==> src/rtl/hp_display_seq.sv <==
// Frame sequencer for the HP serial dot-matrix display port: replays a CPU-filled
// dot-column buffer (or a single control word) through the port's register interface.
module hp_display_seq #(
    parameter int N_BYTES = 20,
    parameter int TIMEOUT = 1023
) (
    input  logic        CLK,
    input  logic        RESET_N,
    input  logic        WE,
    input  logic [3:0]  A,
    input  logic [31:0] WD,
    output logic [31:0] RD,
    output logic        D_WE,
    output logic [3:0]  D_A,
    output logic [31:0] D_WD,
    input  logic [31:0] D_RD
);
    localparam int PW = (N_BYTES > 1) ? $clog2(N_BYTES) : 1;
    localparam int IW = $clog2(N_BYTES + 1);
    localparam int TW = (TIMEOUT > 0) ? $clog2(TIMEOUT + 1) : 1;

    localparam logic [PW-1:0] PTR_LAST  = PW'(N_BYTES - 1);
    localparam logic [PW:0]   NB_EXT    = (PW+1)'(N_BYTES);
    localparam logic [IW-1:0] LEN_FRAME = IW'(N_BYTES);
    localparam logic [IW-1:0] LEN_ONE   = IW'(1);
    localparam logic [TW-1:0] CNT_LAST  = TW'(TIMEOUT - 1);
    localparam logic [TW-1:0] CNT_MAX   = TW'(TIMEOUT);

    typedef enum logic [2:0] {
        IDLE, SEL, WR, GUARD, WAIT, NEXT, DESEL, FIN
    } state_t;

    state_t        state_reg, state_next;
    logic          rs_reg, rs_next;
    logic [IW-1:0] len_reg, len_next;
    logic [IW-1:0] idx_reg, idx_next;
    logic [TW-1:0] cnt_reg, cnt_next;
    logic          done_reg, done_next;
    logic          err_reg, err_next;

    logic [PW-1:0] ptr_reg;
    logic [2:0]    cfg_reg;
    logic [7:0]    cword_reg;
    logic [7:0]    buf_mem [N_BYTES];
    logic [7:0]    rd_byte;

    logic cmd_wr, start_frame, start_ctrl, abort, clr_status, abort_hit, busy;
    logic unused_bits;

    assign cmd_wr      = WE && (A == 4'd0);
    assign start_frame = cmd_wr && WD[0];
    assign start_ctrl  = cmd_wr && WD[1];
    assign abort       = cmd_wr && WD[2];
    assign clr_status  = cmd_wr && WD[3];
    assign busy        = (state_reg != IDLE);
    assign abort_hit   = abort && (state_reg inside {WR, GUARD, WAIT, NEXT});
    assign rd_byte     = buf_mem[idx_reg[PW-1:0]];
    assign unused_bits = ^{WD[31:8], D_RD[31:1]};

    // CPU-side registers stay writable while a frame is running.
    always_ff @(posedge CLK or negedge RESET_N) begin
        if (!RESET_N) begin
            ptr_reg   <= '0;
            cfg_reg   <= '0;
            cword_reg <= '0;
        end else if (WE) begin
            case (A)
                4'd1: cfg_reg   <= WD[2:0];
                4'd2: ptr_reg   <= WD[PW-1:0];
                4'd3: ptr_reg   <= (ptr_reg == PTR_LAST) ? '0 : ptr_reg + 1'b1;
                4'd4: cword_reg <= WD[7:0];
                default: ;
            endcase
        end
    end

    always_ff @(posedge CLK) begin
        if (WE && (A == 4'd3) && ({1'b0, ptr_reg} < NB_EXT))
            buf_mem[ptr_reg] <= WD[7:0];
    end

    always_ff @(posedge CLK or negedge RESET_N) begin
        if (!RESET_N) begin
            state_reg <= IDLE;
            rs_reg    <= 1'b0;
            len_reg   <= '0;
            idx_reg   <= '0;
            cnt_reg   <= '0;
            done_reg  <= 1'b0;
            err_reg   <= 1'b0;
        end else begin
            state_reg <= state_next;
            rs_reg    <= rs_next;
            len_reg   <= len_next;
            idx_reg   <= idx_next;
            cnt_reg   <= cnt_next;
            done_reg  <= done_next;
            err_reg   <= err_next;
        end
    end

    always_comb begin
        state_next = state_reg;
        rs_next    = rs_reg;
        len_next   = len_reg;
        idx_next   = idx_reg;
        cnt_next   = cnt_reg;
        done_next  = done_reg && !clr_status;
        err_next   = err_reg && !clr_status;
        case (state_reg)
            IDLE: begin
                if (start_frame) begin
                    rs_next    = 1'b0;
                    len_next   = LEN_FRAME;
                    idx_next   = '0;
                    state_next = SEL;
                end else if (start_ctrl) begin
                    rs_next    = 1'b1;
                    len_next   = LEN_ONE;
                    idx_next   = '0;
                    state_next = SEL;
                end
            end
            SEL:   state_next = WR;
            WR:    state_next = GUARD;
            GUARD: begin
                cnt_next   = '0;
                state_next = WAIT;
            end
            // The counter holds completed busy cycles; the TIMEOUT-th busy WAIT cycle gives up.
            WAIT: begin
                if (!D_RD[0]) begin
                    state_next = NEXT;
                end else if (cnt_reg >= CNT_LAST) begin
                    err_next   = 1'b1;
                    state_next = DESEL;
                end else begin
                    cnt_next = (cnt_reg == CNT_MAX) ? cnt_reg : cnt_reg + 1'b1;
                end
            end
            NEXT: begin
                idx_next   = idx_reg + 1'b1;
                state_next = (idx_reg == len_reg - 1'b1) ? DESEL : WR;
            end
            DESEL: state_next = FIN;
            FIN: begin
                done_next  = 1'b1;
                state_next = IDLE;
            end
            default: state_next = IDLE;
        endcase
        if (abort_hit) begin
            state_next = DESEL;
            err_next   = err_reg && !clr_status;
        end
    end

    always_comb begin
        D_WE = 1'b0;
        D_A  = 4'd0;
        D_WD = 32'd0;
        case (state_reg)
            SEL: begin
                D_WE = 1'b1;
                D_A  = 4'd1;
                D_WD = {27'd0, cfg_reg, rs_reg, 1'b1};
            end
            WR: begin
                D_WE = 1'b1;
                D_WD = {24'd0, rs_reg ? cword_reg : rd_byte};
            end
            // CE low-to-high here latches the shifted data into the display.
            DESEL: begin
                D_WE = 1'b1;
                D_A  = 4'd1;
                D_WD = {27'd0, cfg_reg, rs_reg, 1'b0};
            end
            default: ;
        endcase
    end

    always_comb begin
        RD = 32'd0;
        case (A)
            4'd0: RD = {29'd0, err_reg, done_reg, busy};
            4'd1: RD = {29'd0, cfg_reg};
            4'd2: RD = 32'(ptr_reg);
            4'd4: RD = {24'd0, cword_reg};
            default: RD = 32'd0;
        endcase
    end
endmodule

==> config.mk <==
export PLATFORM = sky130hd
export DESIGN_NAME = hp_display_seq
export DESIGN_NICKNAME = d
export VERILOG_FILES = /design/src/rtl/hp_display_seq.sv
export SDC_FILE = /design/constraint.sdc
export NUM_CORES = 1
export LEC_CHECK = 0
export CORE_MARGIN = 10
export CORE_UTILIZATION = 45
export CTS_CLUSTER_SIZE = 30
export DETAILED_ROUTE_END_ITERATION = 8
export GPL_ROUTABILITY_DRIVEN = 0
export HOLD_SLACK_MARGIN = 0.02
export PLACE_DENSITY = 0.71
export SLEW_MARGIN = 15
export SYNTH_ARGS = -nofsm -noshare
export SYNTH_HDL_FRONTEND = slang
export SYNTH_SLANG_ARGS = --single-unit
==> constraint.sdc <==
create_clock -name CLK -period 2.4 [get_ports CLK]
set_clock_uncertainty 0.15 [all_clocks]
set_input_delay 0.36 -clock CLK [delete_from_list [all_inputs] [get_ports CLK]]
set_output_delay 0.36 -clock CLK [all_outputs]
set_load 0.01 [all_outputs]
==> flow_metrics.env <==
export IMPL_run_status="finished with violations"
export IMPL_violations="setup timing"
export IMPL_path_common_cell="sky130_fd_sc_hd__buf_6"
export IMPL_place_worst_setup_slack_ps=-528
export IMPL_cp_cell_sequence="buf_6 > buf_6 > buf_6 > mux4_2 > o211ai_1 > a31oi_4 > buf_6"
export IMPL_drtIter0Drc=517
export IMPL_cts_buf_count=17
export IMPL_clock_sink_total=198
export IMPL_num_vias=5896
export IMPL_worstMarginPinSlew_ps=876
export IMPL_period_minus_slack_ps=2920
export IMPL_synth_sequential_area_ratio_pct=62.2
export IMPL_drc=0
export IMPL_grt_start_max_net_pins=26
export IMPL_postSynthCellCount=619
export IMPL_num_rows=52
export IMPL_worst_ep_arrival_time_ps=2410
export IMPL_cts_htree_levels=4
export IMPL_finalSetupTns_ps=-3720
export IMPL_cp_buffers_inverters=4
export IMPL_num_antenna_cells=0
export IMPL_cpLargestDelayFamily="compound AO/OA/AOI/OAI gates"
export IMPL_port_buffer_count=33
export IMPL_synth_cell_types=70
export IMPL_fin_worst_hold_slack_ps=232
export IMPL_yosys_register_bits=198
export IMPL_largest_reg_flops=160
export IMPL_slew_limit_headroom_pct=41.4
export IMPL_cts_tree="built"
export IMPL_setup_repair_after_global_routing_missed_its_margin="yes"
export IMPL_cts_root_buffer="sky130_fd_sc_hd__clkbuf_16"
export IMPL_final_design_area_no_fill_mm2=0.0113
export IMPL_path_clk_slew_ps=80
export IMPL_floorplan_core_area_mm2=0.0202
export IMPL_post_synth_cell_area_avg_um2=14.9
export IMPL_critPathMaxFanout=5
export IMPL_synthesis_area_mm2=0.00925
export IMPL_timing_final_max_slew_violations=0
export IMPL_worst_hold_path_type="primary input to asynchronous set/reset pin"
export IMPL_cpPeakStageDelay_ps=480
export IMPL_nets=841
export IMPL_ys_dominant_reg_cell="sky130_fd_sc_hd__edfxtp_1"
export IMPL_crit_required_ps=1890
export IMPL_post_route_cells_drive_above_1_share_pct=33.3
export IMPL_cts_buffer_depth=2
export IMPL_postRouteAntennaNets=0
export IMPL_postRouteWirelength_um=23300
export IMPL_io_pins=140
export IMPL_cp_num_cells=7
export IMPL_layout_setup_ws_ps=-524
export IMPL_most_frequent_standard_cell_in_the_layout_excluding_fill_and_tap_cells="sky130_fd_sc_hd__edfxtp_1"
export IMPL_cellLeakagePower_uw=0.00421
export IMPL_cp_slowest_cell="sky130_fd_sc_hd__mux4_2"
export IMPL_initial_utilization_pct=45.7
export IMPL_report_final_hold_viol_count=0
export IMPL_detailed_place_hpwl_um=16200
export IMPL_dpl_cell_area_mm2=0.0104
export IMPL_async_reset_ff_share_pct=19.2
export IMPL_power_total_uw=11100
export IMPL_cap_viol_max_count=0
export IMPL_area_growth_pct=22.2
export IMPL_grt_first_pass_wirelength_um=35200
export IMPL_finalCritPeriodShare_pct=122
export IMPL_setup_worst_path_start_class="flop"
export IMPL_globalRouteOverflowTotal=0
export IMPL_drt_wirelength_per_cell_um=22.3
export IMPL_die_h_um=163
export IMPL_worst_skew_pair_late_latency_ps=450
export IMPL_drt_vias_per_instance=5.65
export IMPL_path_class="flop to output port"
export IMPL_ys_warn_count=0
export IMPL_powerDensity_mw_per_mm2=981
export IMPL_finalSetupViolations=8
export IMPL_fp_dieArea_mm2=0.0267
export IMPL_max_vdd_ir_drop_v=0.000614
export IMPL_antenna_found_initial=0
export IMPL_drt_first_pass_iters=5
export IMPL_max_clock_freq_mhz=342
export IMPL_nFillCells=1523
export IMPL_die_width_um=163
export IMPL_commonest_cells_after_routing_fill_and_taps_aside="sky130_fd_sc_hd__edfxtp_1, sky130_fd_sc_hd__buf_4, sky130_fd_sc_hd__conb_1"
export IMPL_edff_count_synth=160
export IMPL_worst_setup_path_end_kind="output port"
export IMPL_grt_pass1_vias=6015
export IMPL_gr_usage_all_layers_pct=17.4
export IMPL_timing_reg2reg_worst_path_depth=8
==> routing by layer <==
layer | vias up | global-route usage (%) | part of all wire [%]
li1 | 2583 | - | -
met1 | 3007 | 22.1 | 40
met2 | 269 | 28.9 | 50
met3 | 37 | 3.90 | 7.9
met4 | 0 | 5.53 | 2.2
met5 | - | 0 | 0
==> path summary, 6_finish.rpt <==
path	from	slack, ps	end
worst max register to register	state_reg[1]$_DFFE_PN0P_	170	cnt_reg[7]$_DFFE_PN0P_
worst max-delay path	idx_reg[0]$_DFFE_PN0P_	-520	D_WD[0]
worst min-delay path	RESET_N	230	cword_reg[6]$_DFFE_PN0P_
max in group asynchronous	RESET_N	1280	cnt_reg[9]$_DFFE_PN0P_
worst min register to register	done_reg$_DFF_PN0_	350	done_reg$_DFF_PN0_
min in group CLK	done_reg$_DFF_PN0_	350	done_reg$_DFF_PN0_
==> cell usage after synthesis (all sizes together) (4+ instances only) <==
library cell  instances  share of area [%]
nor4                  4               0.27
edfxtp              160                 52
nand3                17               0.97
dfrtp                38                 10
nand4                 6               0.41
clkbuf               11               0.45
nand3b                6               0.49
a22oi                 7               0.57
a211oi                4               0.38
xnor2                 7               0.66
a2111oi               5               0.68
nor2                 38                1.6
nor3                 19                1.2
nand2                23               0.96
nor2b                 4               0.27
and3                  6               0.41
a31oi                 7               0.47
inv                  13               0.53
mux4                 37                9.9
o21ai                17               0.92
nand2b                6               0.41
and2                 10               0.68
ha                    9                1.2
buf                  70                5.6
mux2                 13                1.6
mux2i                15                1.6
a21oi                15               0.81
==> what timing repair did <==
item | 4_1_cts | 5_1_grt
gates cloned | 2 | 0
endpoints found under the hold margin | 15 | 0
buffers inserted | 17 | 2
pin swaps | 20 | 11
gates resized for setup | 108 | 15
setup endpoints to repair | 18 | 18
hold buffers | 1 | 0
==> where the power goes <==
part | total, µW | switching, µW | internal (µW)
Clock | 2780 | 1350 | 1430
Combinational | 4170 | 2090 | 2080
Sequential | 4140 | 242 | 3900
Total | 11100 | 3680 | 7410
==> cell type report <==
cell class,instances,area (µm²),area share (%)
Clock inverter,14,133,1.17
Clock buffer,18,450,3.98
Timing Repair Buffer,154,1330,11.8
Multi-Input combinational cell,377,3250,28.7
Sequential cell,198,5760,50.9
Tap cell,270,338,2.99
Inverter,13,48.8,0.432
==> metrics by stage <==
step | utilization, % | instances
2_1_floorplan | - | 669
3_3_place_gp | 51.5 | 993
3_5_place_dp | 51.5 | 993
4_1_cts | 55.9 | 1044
5_1_grt | 55.9 | 1044
6_report | 55.9 | 1044
==> logic make-up after synthesis <==
kind of cell               after synthesis  share of synthesized area, %
AOI/OAI and AO/OA                       91                          7.14
xor gates and xnor gates                 9                         0.852
adders and majority gates                9                          1.22
buffers and inverters                   94                          6.55
DFF                                    198                          62.2
muxes                                   65                          13.2
other                                    1                        0.0406
and+or+nand+nor                        152                          8.81
==> worst register-to-register path: stages (launching register included) <==
cell,delay (ps)
sky130_fd_sc_hd__dfrtp_1,430
sky130_fd_sc_hd__buf_6,140
sky130_fd_sc_hd__buf_4,180
sky130_fd_sc_hd__nor2_1,280
sky130_fd_sc_hd__o311a_1,390
sky130_fd_sc_hd__a21oi_1,150
sky130_fd_sc_hd__buf_4,180
sky130_fd_sc_hd__a31o_2,220
sky130_fd_sc_hd__nand2_1,50
Power figures use the tool's default switching activity.
